$ cat src/rtl/serial_add_ctrl_if.sv
// Request/result bundle between a requester and
// the bit-serial adder controller.
interface serial_add_ctrl_if #(
  parameter int WIDTH = 8
);
  logic             start;
  logic [WIDTH-1:0] a;
  logic [WIDTH-1:0] b;
  logic             cin;
  logic             busy;
  logic             done;
  logic [WIDTH-1:0] sum;
  logic             cout;

  modport master (
    output start, a, b, cin,
    input  busy, done, sum, cout
  );

  modport slave (
    input  start, a, b, cin,
    output busy, done, sum, cout
  );
endinterface

$ cat src/rtl/serial_add_ctrl.sv
// Bit-serial adder: one full_adder cell stepped
// LSB first across WIDTH-bit operands.
module full_adder (
  input  logic a,
  input  logic b,
  input  logic cin,
  output logic sum,
  output logic cout
);
  assign sum  = a ^ b ^ cin;
  assign cout = (a & b) | (cin & (a ^ b));
endmodule

module serial_add_ctrl #(
  parameter int WIDTH = 8,
  parameter int CW    = $clog2(WIDTH)
) (
  input logic          clk,
  input logic          rst,
  serial_add_ctrl_if.slave bus
);
  typedef enum logic [1:0] {
    S_IDLE = 2'd0,
    S_RUN  = 2'd1,
    S_DONE = 2'd2
  } state_t;

  state_t           r_state;
  state_t           w_next;
  logic [WIDTH-1:0] r_sha;
  logic [WIDTH-1:0] r_shb;
  logic [WIDTH-1:0] r_res;
  logic [WIDTH-1:0] r_sum;
  logic             r_carry;
  logic             r_cout;
  logic [CW-1:0]    r_cnt;
  logic             w_fs;
  logic             w_fc;
  logic             w_run;
  logic             w_last;
  logic             w_accept;

  full_adder u_fa (
    .a   (r_sha[0]),
    .b   (r_shb[0]),
    .cin (r_carry),
    .sum (w_fs),
    .cout(w_fc)
  );

  assign w_run    = (r_state == S_RUN);
  assign w_last   = w_run &&
                    (r_cnt == CW'(WIDTH - 1));
  assign w_accept = bus.start &&
                    (r_state == S_IDLE ||
                     r_state == S_DONE);

  always_ff @(posedge clk) begin
    if (rst) r_state <= S_IDLE;
    else     r_state <= w_next;
  end

  always_comb begin
    w_next = r_state;
    unique case (r_state)
      S_IDLE:  if (bus.start) w_next = S_RUN;
      S_RUN:   if (w_last) w_next = S_DONE;
      S_DONE:  w_next = bus.start ? S_RUN
                                  : S_IDLE;
      default: w_next = S_IDLE;
    endcase
  end

  always_comb begin
    bus.busy = 1'b0;
    bus.done = 1'b0;
    unique case (r_state)
      S_RUN:   bus.busy = 1'b1;
      S_DONE:  bus.done = 1'b1;
      default: ;
    endcase
  end

  // sum/cout only change at the RUN->DONE edge
  always_ff @(posedge clk) begin
    if (rst) begin
      r_sha   <= '0;
      r_shb   <= '0;
      r_res   <= '0;
      r_sum   <= '0;
      r_carry <= 1'b0;
      r_cout  <= 1'b0;
      r_cnt   <= '0;
    end else if (w_accept) begin
      r_sha   <= bus.a;
      r_shb   <= bus.b;
      r_carry <= bus.cin;
      r_cnt   <= '0;
    end else if (w_run) begin
      r_sha   <= r_sha >> 1;
      r_shb   <= r_shb >> 1;
      r_carry <= w_fc;
      r_res   <= {w_fs, r_res[WIDTH-1:1]};
      r_cnt   <= r_cnt + CW'(1);
      if (w_last) begin
        r_sum  <= {w_fs, r_res[WIDTH-1:1]};
        r_cout <= w_fc;
      end
    end
  end

  assign bus.sum  = r_sum;
  assign bus.cout = r_cout;
endmodule

$ cat src/flat_wrapper.sv
// flat-port wrapper written by rule: the top's interface ports become plain ports
module serial_add_ctrl_flat 
#(
  parameter int WIDTH = 8,
  parameter int CW    = $clog2(WIDTH)
)
  (clk, rst, bus_start, bus_a, bus_b, bus_cin, bus_busy, bus_done, bus_sum, bus_cout);
  serial_add_ctrl_if #(.WIDTH(WIDTH)) bus_i ();
  input logic clk;
  input logic rst;
  input wire logic [$bits(bus_i.start)-1:0] bus_start;
  input wire logic [$bits(bus_i.a)-1:0] bus_a;
  input wire logic [$bits(bus_i.b)-1:0] bus_b;
  input wire logic [$bits(bus_i.cin)-1:0] bus_cin;
  output wire logic [$bits(bus_i.busy)-1:0] bus_busy;
  output wire logic [$bits(bus_i.done)-1:0] bus_done;
  output wire logic [$bits(bus_i.sum)-1:0] bus_sum;
  output wire logic [$bits(bus_i.cout)-1:0] bus_cout;
  assign bus_i.start = bus_start;
  assign bus_i.a = bus_a;
  assign bus_i.b = bus_b;
  assign bus_i.cin = bus_cin;
  assign bus_busy = bus_i.busy;
  assign bus_done = bus_i.done;
  assign bus_sum = bus_i.sum;
  assign bus_cout = bus_i.cout;
  serial_add_ctrl #(.WIDTH(WIDTH), .CW(CW)) u_core (.clk(clk), .rst(rst), .bus(bus_i));
endmodule
$ cat config.mk
export PLATFORM = sky130hd
export DESIGN_NAME = serial_add_ctrl_flat
export DESIGN_NICKNAME = d
export VERILOG_FILES = /design/src/rtl/serial_add_ctrl_if.sv /design/src/rtl/serial_add_ctrl.sv /design/src/flat_wrapper.sv
export SDC_FILE = /design/constraint.sdc
export NUM_CORES = 1
export LEC_CHECK = 0
export CORE_MARGIN = 5
export CORE_UTILIZATION = 53
export CTS_CLUSTER_SIZE = 10
export DETAILED_ROUTE_END_ITERATION = 10
export PLACE_DENSITY = 0.82
export SETUP_SLACK_MARGIN = 0.4
export SLEW_MARGIN = 10
export SYNTH_ARGS = -nofsm -noshare
export SYNTH_HDL_FRONTEND = slang
export SYNTH_SLANG_ARGS = --single-unit
$ cat constraint.sdc
create_clock -name clk -period 3.2 [get_ports clk]
set_clock_uncertainty 0.15 [all_clocks]
set_input_delay 0.64 -clock clk [delete_from_list [all_inputs] [get_ports clk]]
set_output_delay 0.64 -clock clk [all_outputs]
set_load 0.005 [all_outputs]
# Word level (Yosys, flattened, before mapping)
# Index checks and enable logic that the tools add are counted.
# totals
wordCells	41
output_inout_bits	11
input_bits	20
ram_bits	0
mem_bits_ro	0
register_bits	39
n_memories	0
latch_bits	0
# op_classes
shifts	0
multipliers	0
n_addsub	1
magnitude_cmp	0
mux	12
eq_ne	5
n_reduce_logical	9
bitwise_logic	6
div	0
# ops
cell	n
8-bit two-way mux	4
2-bit one-hot mux with 3 select lines	1
1-bit two-way mux	5
2-bit two-way mux	2
2-bit inequality test, second input constant	2
2-bit AND reduction	2
3-bit by 1-bit adder with 3-bit output, second input constant	1
3-bit equality test, second input constant	1
3-bit AND reduction	1
1-bit AND	2
2-bit by 1-bit equality test with 1-bit output, second input constant	1
2-bit equality test, second input constant	1
1-bit logical AND	2
2-bit zero test	1
2-bit nonzero test	1
2-bit OR reduction	1
1-bit bitwise XOR	2
1-bit logical OR	1
1-bit NOT	1
1-bit OR	1

# Longest topological paths before layout
# Gate-level depths: netlist of run 1.
# logic_depth
depth_word	5
depth_mapped	6
ltp_nobuf	5

# Hierarchy
# Synthesis of run 1 repeated with hierarchy kept, for this count alone.
# unflattened
hier_cells	178
hier_area_um2	1526.5
# by_module_without_submodules
module	instances	cells_each	seq_area_each_um2	area_per_inst_um2
serial_add_ctrl	1	177	760.7	1506.4
full_adder	1	1	0.0	20.0

# Least setup slack after synthesis of run 1
# OpenSTA, ideal clock, no wires.
# synth_path
path_kind	reg2out
startpoint	reg u_core.r_state[0]
endpoint	out bus_busy
arrival_ns	0.752
t_required_ns	2.410
path_buffers	2
path_stages_with_launch	5
setup_slack_ns	1.658
cell_sequence	dfxtp_1 > nand2b_1 > buf_6 > inv_8 > buf_8
# synth_between
elab_chain_len	2
# synth_rtl
item	line_no	source
from (decl)	serial_add_ctrl.sv:28	state_t r_state;
from (signal assigned)	serial_add_ctrl.sv:60	else r_state <= w_next;
2-bit by 1-bit equality test with 1-bit output	serial_add_ctrl.sv:77	unique case (r_state)
1-bit two-way mux	serial_add_ctrl.sv:77	
to (decl)	flat_wrapper.sv:15	output wire logic [$bits(bus_i.busy)-1:0] bus_busy;
# Every way passes these cells.

# Worst setup path after layout of run 1
# Same ends and word-level chain as after synthesis.

==> results.md, run 1 <==
- Status: completed
- Routed wire length: 2.87 mm
- CTS max path bufs: 2
- Final TNS setup: 0 ns
- Layout cell share with drive strength beyond 1: 6.60%
- Sequential share of the synthesized area: 50.4%
- Worst slew pin tran: 0.653 ns
- Dpl hpwl: 1.98 mm
- Fin nets: 219
- Die area: 0.00402 mm2
- Final hold viol count: 0
- Met1 Resource Use GR: 16.9%
- Max cap viols: 0
- Post-route DRC: 0
- Met3 Use GR: 6.39%
- Max-Slew Margin vs Limit: 56.5%
- Iter 0 DRT Violations: 39
- Largest net degree at the start of global routing: 39
- Setup Crit Path Kind: register to output pin
- Port Buffers: 30
- Gpl congestion: 0.735
- Starting Density: 55.2%
- Pre-antenna DRT Iters: 5
- DR WL/cell: 12.6 um
- Combinational power share: 10.9%
- Asr flop ratio synth: 0%
- Clock Tree Root: clkbuf_4
- Critical Path Start Type: register
- Worst vdd ir: 0.535 mV
- H-tree levels: 2
- Cell with the most instances after synthesis: dfxtp_1
- Worst Path Max Fanout: 26
- Grt total ovfl: 0
- Routing usage on met2: 24.4%
- Synthesized area: 0.00151 mm2
- Power Density: 494 mW/mm2
- Net Sw Frac: 23.4%
- Cells after Synth: 170
- RSZ-0062 raised after global routing: false
- Yosys top cell area share: 50.4%
- Antenna violations before repair: 0
- Number of synthesized register bits: 38
- Layout Cells excl Fill: 228
- Vias in the first global route: 1110
- Postcts setup bufs: 0
- Worst min path class: register to register
- Yosys warning count: 0
- CTS Buf Count: 5
- Period utilisation layout: 76.0%
- Leakage dissipation: 0.652 nW
- Layout fillers: 233
- Cell taking the most area after synthesis: dfxtp_1
- Slew Viols, Final: 0
- Top Ports: 31
- Post-DR vias/cell: 5.51
- CTS tree: done
- Hold-fix buffers, CTS: 0
- Cell row count: 19
- Clock share of power: 34.1%
- Area contributors post-synth: dfxtp_1, a21oi_1, nand2_1
- DIE WIDTH: 63.4 um
- First-pass GRT wire length: 4.80 mm
- Count of final setup violators: 0
- Clock transition at path regs: 0.10 ns
- Die H: 63.4 um
- Fmax: 411 MHz
- Synth top cells by count: dfxtp_1, nand2_1, a21oi_1
- Min Tclk post-route: 2.43 ns
- Total core area: 0.00273 mm2
- # diodes: 0
- Post-cts gate resize count: 0
- Number of flops mapped to enable cells by yosys: 0
- Synth unique cells: 23
- TritonCTS Sinks: 38
- Sequential power share: 54.9%
- Dominant synthesized flop cell: dfxtp_1
- Antenna Nets Post-Route: 0
- Routed vias: 1256
- Syn Area/Cell: 8.88 um2
- Arrival time at the worst endpoint: 1.64 ns
- Pint: 0.000700 W
- Crit path capture type: output pin
- Critical path required time: 2.41 ns
- Synthesized Nets: 193
- Worst skew pair latency: 0.34 ns
- Placed Cells incl. Taps: 220
- P_sw: 0.000214 W
- Synth-to-layout area growth: 22.6%
- Busiest grt layer: met2
- GRT Total Usage: 15.1%
-- cells by family (layout without fill, tap and decap cells) --
logic type               count (synthesis)  in the layout  share of synthesized area (%)
XOR/XNOR                                 1              1                          0.580
AND/OR/NAND/NOR                         62             62                           18.6
buffers and inverters                   15             42                           7.21
multiplexers                             2              2                           1.33
flip-flops                              38             38                           50.4
AO/OA/AOI/OAI                           49             49                           18.9
adder cells (fa/ha/maj)                  3              3                           2.98
-- path summary, 6_finish.rpt --
check | endpoint | slack [ns] | cells after the start | from
min | u_core.bus.sum[7] | 0.31 | 2 | u_core.bus.sum[7]
max | bus_busy | 0.77 | 3 | u_core.r_state[0]
min reg2reg | u_core.bus.sum[7] | 0.31 | 2 | u_core.bus.sum[7]
max reg2reg | u_core.r_sha[4] | 1.67 | 3 | u_core.r_state[0]
-- worst max-delay path, cell delays in order, from the launching register on --
cell	delay (ns)
dfxtp_1	0.42
nand2b_1	0.17
inv_8	0.18
clkdlybuf4s50_1	0.53
-- sequential cells by signal, indices dropped and copies added, names as in the netlist --
register,cells
u_core.bus.cout,1
u_core.bus.sum,8
u_core.r_carry,1
u_core.r_cnt,3
u_core.r_res,7
u_core.r_sha,8
u_core.r_shb,8
u_core.r_state,2
-- layout make-up --
cell class                 count  area [um2]  area share [%]
inverter                       1        11.3           0.608
multi-input combinational    117         641            34.6
timing repair buffer          33         323            17.4
sequential                    38         761            41.1
tap                           31        38.8            2.09
clock inverter                 3        40.0            2.16
clock buffer                   5        37.5            2.03
-- power by group through the flow --
stage	sequential, W	combinational, W	clock [W]
global route	0.000505	0.000111	0.000346
floorplan	0.000510	0.0000728	0
global placement	0.000512	0.0000967	0
finish	0.000502	0.0000998	0.000312
detailed placement	0.000513	0.0000998	0
CTS	0.000502	0.000100	0.000325
-- per-layer routing --
layer / vias to the layer above / routed length [um]
met3: 5 / 222
met4: 0 / 48
met2: 52 / 1370
li1: 642 / -
met1: 557 / 1220
met5: - / 0
-- per-stage QoR --
step	power, W	cell area [um2]	setup WS (ns)	utilization, %	hold slack (ns)
finish	0.000914	1850	0.769	67.7	0.310
detailed placement	0.000613	1770	1.10	64.9	0.297
CTS	0.000928	1850	0.740	67.7	0.312
global placement	0.000609	1770	1.15	64.9	0.293
global route	0.000961	1850	0.657	67.7	0.333
floorplan	0.000583	1510	1.66	-	0.282
-- cell usage in the layout (no fill, tap or decap), drive strengths merged --
cell	instances
o21a	1
clkbuf	5
nand3	17
nor2	2
clkdlybuf4s50	30
nand3b	1
buf	3
xnor2	1
inv	1
nor2b	2
a22oi	15
nand2b	2
bufinv	1
nor3	3
dfxtp	38
ha	2
clkinv	2
a21oi	33
nand2	34
and3b	1
mux2i	2
fa	1
(Power assumes the default switching activity.)
==> run 2: changes to the inputs <==
--- a/config.mk
+++ b/config.mk
@@ -6,10 +6,10 @@
 export NUM_CORES = 1
 export LEC_CHECK = 0
 export CORE_MARGIN = 5
-export CORE_UTILIZATION = 53
+export CORE_UTILIZATION = 45
 export CTS_CLUSTER_SIZE = 10
 export DETAILED_ROUTE_END_ITERATION = 10
-export PLACE_DENSITY = 0.82
+export PLACE_DENSITY = 0.74
 export SETUP_SLACK_MARGIN = 0.4
 export SLEW_MARGIN = 10
 export SYNTH_ARGS = -nofsm -noshare
==> constraint.sdc (replaced) <==
create_clock -name clk -period 2.1 [get_ports clk]
set_clock_uncertainty 0.15 [all_clocks]
set_input_delay 0.42 -clock clk [delete_from_list [all_inputs] [get_ports clk]]
set_output_delay 0.42 -clock clk [all_outputs]
set_load 0.005 [all_outputs]
==> results.md, run 2 (same netlist as run 1, synthesis figures left out) <==
- Status: completed (unchanged)
- Commonest non-fill, non-tap cell in the layout: nand2_1 (was dfxtp_1)
- Worst-path cell chain: buf_6 -> nand2b_4 -> inv_8 -> buf_6 (was nand2b_1 -> inv_8 -> clkdlybuf4s50_1)
- TritonCTS Sinks: 38 (unchanged)
- Layout cell share with drive strength beyond 1: 15.3% (was 6.60%)
- Grt total ovfl: 0 (unchanged)
- Worst min path class: register to register (unchanged)
- Cell row count: 21 (was 19)
- Total Power: 0.00141 W (was 0.000914 W)
- DR WL/cell: 12.7 um (was 12.6 um)
- Max cap viols: 0 (unchanged)
- Dpl hpwl: 2.09 mm (was 1.98 mm)
- CP most frequent cell: buf_6
- Slowest stage delay, CP: 0.34 ns (was 0.53 ns)
- Crit-path slowest cell: dfxtp_2 (was clkdlybuf4s50_1)
- Post-route DRC: 0 (unchanged)
- Synth-to-layout area growth: 27.4% (was 22.6%)
- Leakage dissipation: 0.736 nW (was 0.652 nW)
- Starting Density: 46.0% (was 55.2%)
- Setup Crit Path Kind: register to output pin (unchanged)
- Die area: 0.00461 mm2 (was 0.00402 mm2)
- # diodes: 0 (unchanged)
- Worst skew pair latency: 0.34 ns (about the same)
- Antenna violations before repair: 0 (unchanged)
- Pre-antenna DRT Iters: 5 (unchanged)
- RSZ-0062 raised after global routing: true (was false)
- Final hold viol count: 0 (unchanged)
- Critical Path Start Type: register (unchanged)
- Total core area: 0.00328 mm2 (was 0.00273 mm2)
- Min Tclk post-route: 1.65 ns
- Power Density: 732 mW/mm2 (was 494 mW/mm2)
- Pint: 0.00108 W (was 0.000700 W)
- Fmax: 607 MHz
- Worst R2R Path Depth: 7 (was 3)
- Combinational power share: 11.9% (was 10.9%)
- Max-Slew Margin vs Limit: 74.0% (was 56.5%)
- Die H: 67.9 um (was 63.4 um)
- Gpl congestion: 0.752 (was 0.735)
- H-tree levels: 2 (unchanged)
- Vias in the first global route: 1221 (was 1110)
- CTS tree: done (unchanged)
- Buf/Inv on CP: 3 (was 2)
- Iter 0 DRT Violations: 67 (was 39)
- Count of final setup violators: 0 (unchanged)
- Commonest cells after routing, fill and taps aside: nand2_1, a21oi_1, dfxtp_1, clkdlybuf4s50_1, nand3_1 (was dfxtp_1, nand2_1, a21oi_1, clkdlybuf4s50_1, nand3_1)
- Worst vdd ir: 0.496 mV (was 0.535 mV)
- P_sw: 0.000333 W (was 0.000214 W)
- First-pass GRT wire length: 5.24 mm (was 4.80 mm)
- CP top delay family: flip-flops (was buffers and inverters)
- GRT Total Usage: 15.2% (was 15.1%)
- Routed wire length: 3.16 mm (was 2.87 mm)
- Worst Path Max Fanout: 3 (was 26)
- Net Sw Frac: 23.7% (was 23.4%)
- Worst slew pin tran: 0.388 ns (was 0.653 ns)
- Top Ports: 31 (unchanged)
- DIE WIDTH: 67.9 um (was 63.4 um)
- Clock share of power: 33.8% (was 34.1%)
- Layout Cells excl Fill: 248 (was 228)
- Fin util: 58.6% (was 67.7%)
- Largest net degree at the start of global routing: 39 (unchanged)
- Hold Slack: 0.306 ns (was 0.310 ns)
- Port Buffers: 30 (unchanged)
- Period utilisation layout: 78.5%
- CTS Buf Count: 5 (unchanged)
- Arrival time at the worst endpoint: 1.08 ns (was 1.64 ns)
- Clock transition at path regs: 0.11 ns (was 0.10 ns)
- Sequential power share: 54.3% (was 54.9%)
- Antenna Nets Post-Route: 0 (unchanged)
- Final TNS setup: 0 ns (unchanged)
- Crit path capture type: output pin (unchanged)
- Fin nets: 224 (was 219)
- Placed Cells incl. Taps: 237 (was 220)
- CTS max path bufs: 2 (unchanged)
- Hold depth: 2 (unchanged)
- Routed vias: 1304 (was 1256)
- Post-DR vias/cell: 5.26 (was 5.51)
- Clock Tree Root: clkbuf_4 (unchanged)
- Critical path required time: 1.53 ns (was 2.41 ns)
- Hold-fix buffers, CTS: 0 (unchanged)
- Levels on crit path: 4 (was 3)
- Slew Viols, Final: 0 (unchanged)
## run 2: metal layers
layer / part of all wire [%] / track usage, % / vias up / routed length, um
li1: - / - / 655 / -
met1: 44 / 17.1 / 613 / 1400
met2: 49 / 25.4 / 31 / 1540
met3: 4.6 / 4.11 / 5 / 146
met4: 2.2 / 8.93 / 0 / 68
met5: 0 / 0 / - / 0
## run 2: repair_timing
item	CTS	global route
gates resized for setup	25	4
buffers inserted	2	1
endpoints found under the setup margin	11	1
## run 2: path summary, 6_finish.rpt
check / start / end / slack [ns]
max: u_core.r_state[1] / bus_busy / 0.45
min: u_core.bus.sum[5] / u_core.bus.sum[5] / 0.31
max reg2reg: u_core.r_state[1] / u_core.r_cnt[1] / 0.52
min reg2reg: u_core.bus.sum[5] / u_core.bus.sum[5] / 0.31
## run 2: worst min-delay path: cells and delay by family, from the launching register on
family	cells	cell delay [ns]
flops	1	0.33
simple gates	1	0.05
compound gates	1	0.05
## run 2: layout make-up
class | instances | area (um2)
fill | 305 | 1360
sequential | 38 | 777
multi-input combinational | 117 | 648
timing repair buffer | 38 | 353
tap | 46 | 57.6
clock inverter | 3 | 40.0
clock buffer | 5 | 37.5
inverter | 1 | 11.3
## run 2: through the flow
| stage | setup slack, ns | cell area [um2] |
|---|---|---|
| 2_1_floorplan | 0.729 | 1510 |
| 3_3_place_gp | 0.400 | 1810 |
| 3_5_place_dp | 0.367 | 1810 |
| 4_1_cts | 0.265 | 1910 |
| 5_1_grt | 0.395 | 1920 |
| 6_report | 0.452 | 1920 |
## run 2: power groups by stage
stage	clock [W]	combinational, W	sequential (W)
6_report	0.000477	0.000168	0.000764
5_1_grt	0.000528	0.000188	0.000768
4_1_cts	0.000493	0.000165	0.000764
3_5_place_dp	0	0.000160	0.000782
3_3_place_gp	0	0.000154	0.000780
2_1_floorplan	0	0.000111	0.000777
==> run 3: changes to the inputs <==
==> constraint.sdc (replaced) <==
create_clock -name clk -period 1.35 [get_ports clk]
set_clock_uncertainty 0.15 [all_clocks]
set_input_delay 0.27 -clock clk [delete_from_list [all_inputs] [get_ports clk]]
set_output_delay 0.27 -clock clk [all_outputs]
set_load 0.005 [all_outputs]
==> results.md, run 3 (same netlist as run 1, synthesis figures left out) <==
- Status: finished with violations (was completed)
- Violated checks: negative setup slack
- RSZ-0062 raised after global routing: true (unchanged)
- Worst Path Max Fanout: 3 (unchanged)
- Max-Slew Margin vs Limit: 81.9% (was 74.0%)
- Metal-1 WL: 1.65 mm (was 1.40 mm)
- Synth-to-layout area growth: 56.0% (was 27.4%)
- Leakage dissipation: 0.889 nW (was 0.736 nW)
- Antenna violations before repair: 0 (unchanged)
- Grt total ovfl: 0 (unchanged)
- Commonest non-fill, non-tap cell in the layout: nand2_1 (unchanged)
- Hold-fix buffers, CTS: 0 (unchanged)
- Clock transition at path regs: 0.12 ns (was 0.11 ns)
- Clock Tree Root: clkbuf_4 (unchanged)
- Iter 0 DRT Violations: 51 (was 67)
- Slowest stage delay, CP: 0.34 ns (about the same)
- Top Layer Used: met4 (unchanged)
- Total Power: 0.00254 W (was 0.00141 W)
- Period utilisation layout: 105%
- R2r setup slk: -0.04 ns (was 0.52 ns)
- Layout cell share with drive strength beyond 1: 47.4% (was 15.3%)
- Power Density: 1080 mW/mm2 (was 732 mW/mm2)
- Count of final setup violators: 12 (was 0)
- Max cap viols: 0 (unchanged)
- P_sw: 0.000610 W (was 0.000333 W)
- Crit path from: u_core.r_state[1] (unchanged)
- Hold depth: 3 (was 2)
- RR Endpoint: u_core.bus.sum[4] (was u_core.r_cnt[1])
- Met3 wire length: 260 um (was 146 um)
- GRT Total Usage: 18.2% (was 15.2%)
- Gpl congestion: 0.748 (was 0.752)
- Combinational power share: 15.7% (was 11.9%)
- Die H: 67.9 um (unchanged)
- H-tree levels: 2 (unchanged)
- Hold path start: bus_b[7] (was u_core.bus.sum[5])
- Crit-path slowest cell: dfxtp_2 (unchanged)
- Hold Slack: 0.310 ns (was 0.306 ns)
- Fmax: 707 MHz
- Routed wl met2: 1.83 mm (was 1.54 mm)
- Top Ports: 31 (unchanged)
- Routed wire length: 3.89 mm (was 3.16 mm)
- Setup Crit Path Kind: register to output pin (unchanged)
- Largest net degree at the start of global routing: 30 (was 39)
- Clock share of power: 37.0% (was 33.8%)
- Final TNS setup: -0.348 ns (was 0 ns)
- Critical Path Start Type: register (unchanged)
- Total core area: 0.00328 mm2 (unchanged)
- CTS Buf Count: 5 (unchanged)
- Sequential power share: 47.3% (was 54.3%)
- Net Sw Frac: 24.0% (was 23.7%)
- Commonest cells after routing, fill and taps aside: nand2_1, a21oi_1, dfxtp_1, clkdlybuf4s50_1 (was nand2_1, a21oi_1, dfxtp_1, clkdlybuf4s50_1, nand3_1)
- Fin worst setup slack: -0.0652 ns (was 0.452 ns)
- Worst skew pair latency: 0.35 ns (was 0.34 ns)
- Arrival time at the worst endpoint: 1.00 ns (was 1.08 ns)
- Min Tclk post-route: 1.42 ns
- Worst vdd ir: 0.886 mV (was 0.496 mV)
- Die area: 0.00461 mm2 (unchanged)
- Fin nets: 237 (was 224)
- Crit path capture type: output pin (unchanged)
- Critical path required time: 0.93 ns (was 1.53 ns)
- CTS tree: done (unchanged)
- CTS max path bufs: 2 (unchanged)
- Antenna Nets Post-Route: 0 (unchanged)
- TritonCTS Sinks: 38 (unchanged)
- Pre-antenna DRT Iters: 4 (was 5)
- Port Buffers: 30 (unchanged)
- Worst R2R Path Depth: 6 (was 7)
- Routed vias: 1411 (was 1304)
- Worst min path class: primary input to register (was register to register)
- Worst hold endpoint: u_core.r_shb[7] (was u_core.bus.sum[5])
- Cell row count: 21 (unchanged)
- Dpl hpwl: 2.45 mm (was 2.09 mm)
- Slew Viols, Final: 0 (unchanged)
- Worst slew pin tran: 0.271 ns (was 0.388 ns)
- First-pass GRT wire length: 6.17 mm (was 5.24 mm)
- Fin util: 71.7% (was 58.6%)
- DR WL/cell: 14.9 um (was 12.7 um)
- # diodes: 0 (unchanged)
- Final hold viol count: 0 (unchanged)
- DIE WIDTH: 67.9 um (unchanged)
- Starting Density: 46.0% (unchanged)
- Vias in the first global route: 1377 (was 1221)
- Reg-to-Reg Start: u_core.r_cnt[0] (was u_core.r_state[1])
- Post-DR vias/cell: 5.41 (was 5.26)
- Post-route DRC: 0 (unchanged)
- Worst-path cell chain: nand2b_4 -> inv_8 -> buf_6 (was buf_6 -> nand2b_4 -> inv_8 -> buf_6)
- Pint: 0.00193 W (was 0.00108 W)
## run 3: what timing repair did
item / in CTS / in global routing
resized for setup: 85 / 14
pin swaps: 7 / 5
cloned: 2 / 0
endpoints found under the setup margin: 49 / 49
setup buffers: 2 / 1
hold endpoints to repair: 0 / 0
## run 3: power groups by stage
stage | logic, W | registers [W] | clock network [W]
finish | 0.000398 | 0.00120 | 0.000940
global route | 0.000429 | 0.00120 | 0.00100
CTS | 0.000380 | 0.00120 | 0.000952
detailed placement | 0.000328 | 0.00122 | 0
global placement | 0.000318 | 0.00122 | 0
floorplan | 0.000214 | 0.00122 | 0
## run 3: area by class of cell
| cell class | instances | area (um2) |
|---|---|---|
| multi-input combinational | 117 | 862 |
| inverter | 1 | 11.3 |
| fill | 244 | 928 |
| tap | 46 | 57.6 |
| sequential | 38 | 782 |
| timing repair buffer | 51 | 537 |
| clock inverter | 1 | 30.0 |
| clock buffer | 7 | 76.3 |
## run 3: worst max-delay path, delay by kind of cell (launching register included)
kind	cells	cell delay (ns)
buffers and inverters	2	0.14
DFF	1	0.34
and+or+nand+nor	1	0.16
## run 3: worst max path at each step
| stage | to | slack, ns | cells after the start |
|---|---|---|---|
| floorplan | u_core.bus.sum[1] | 0.08 | 6 |
| global placement | u_core.r_sha[4] | -0.19 | 5 |
| detailed placement | u_core.r_sha[4] | -0.28 | 5 |
| CTS | bus_busy | -0.08 | 3 |
| global route | bus_busy | -0.12 | 3 |
| finish | bus_busy | -0.07 | 3 |
## run 3: through the flow
step / cell area, um2 / setup slack, ns / instances
after floorplan: 1660 / 0.0752 / 170
after global placement: 2070 / -0.194 / 248
after detailed placement: 2070 / -0.284 / 248
after CTS: 2290 / -0.0819 / 260
after global routing: 2360 / -0.116 / 261
final: 2360 / -0.0652 / 261
## run 3: layer usage
layer  vias to the layer above  global-route usage [%]
li1                        681                       -
met1                       665                    21.8
met2                        51                    27.8
met3                        14                    6.73
met4                         0                    10.2
met5                         -                       0
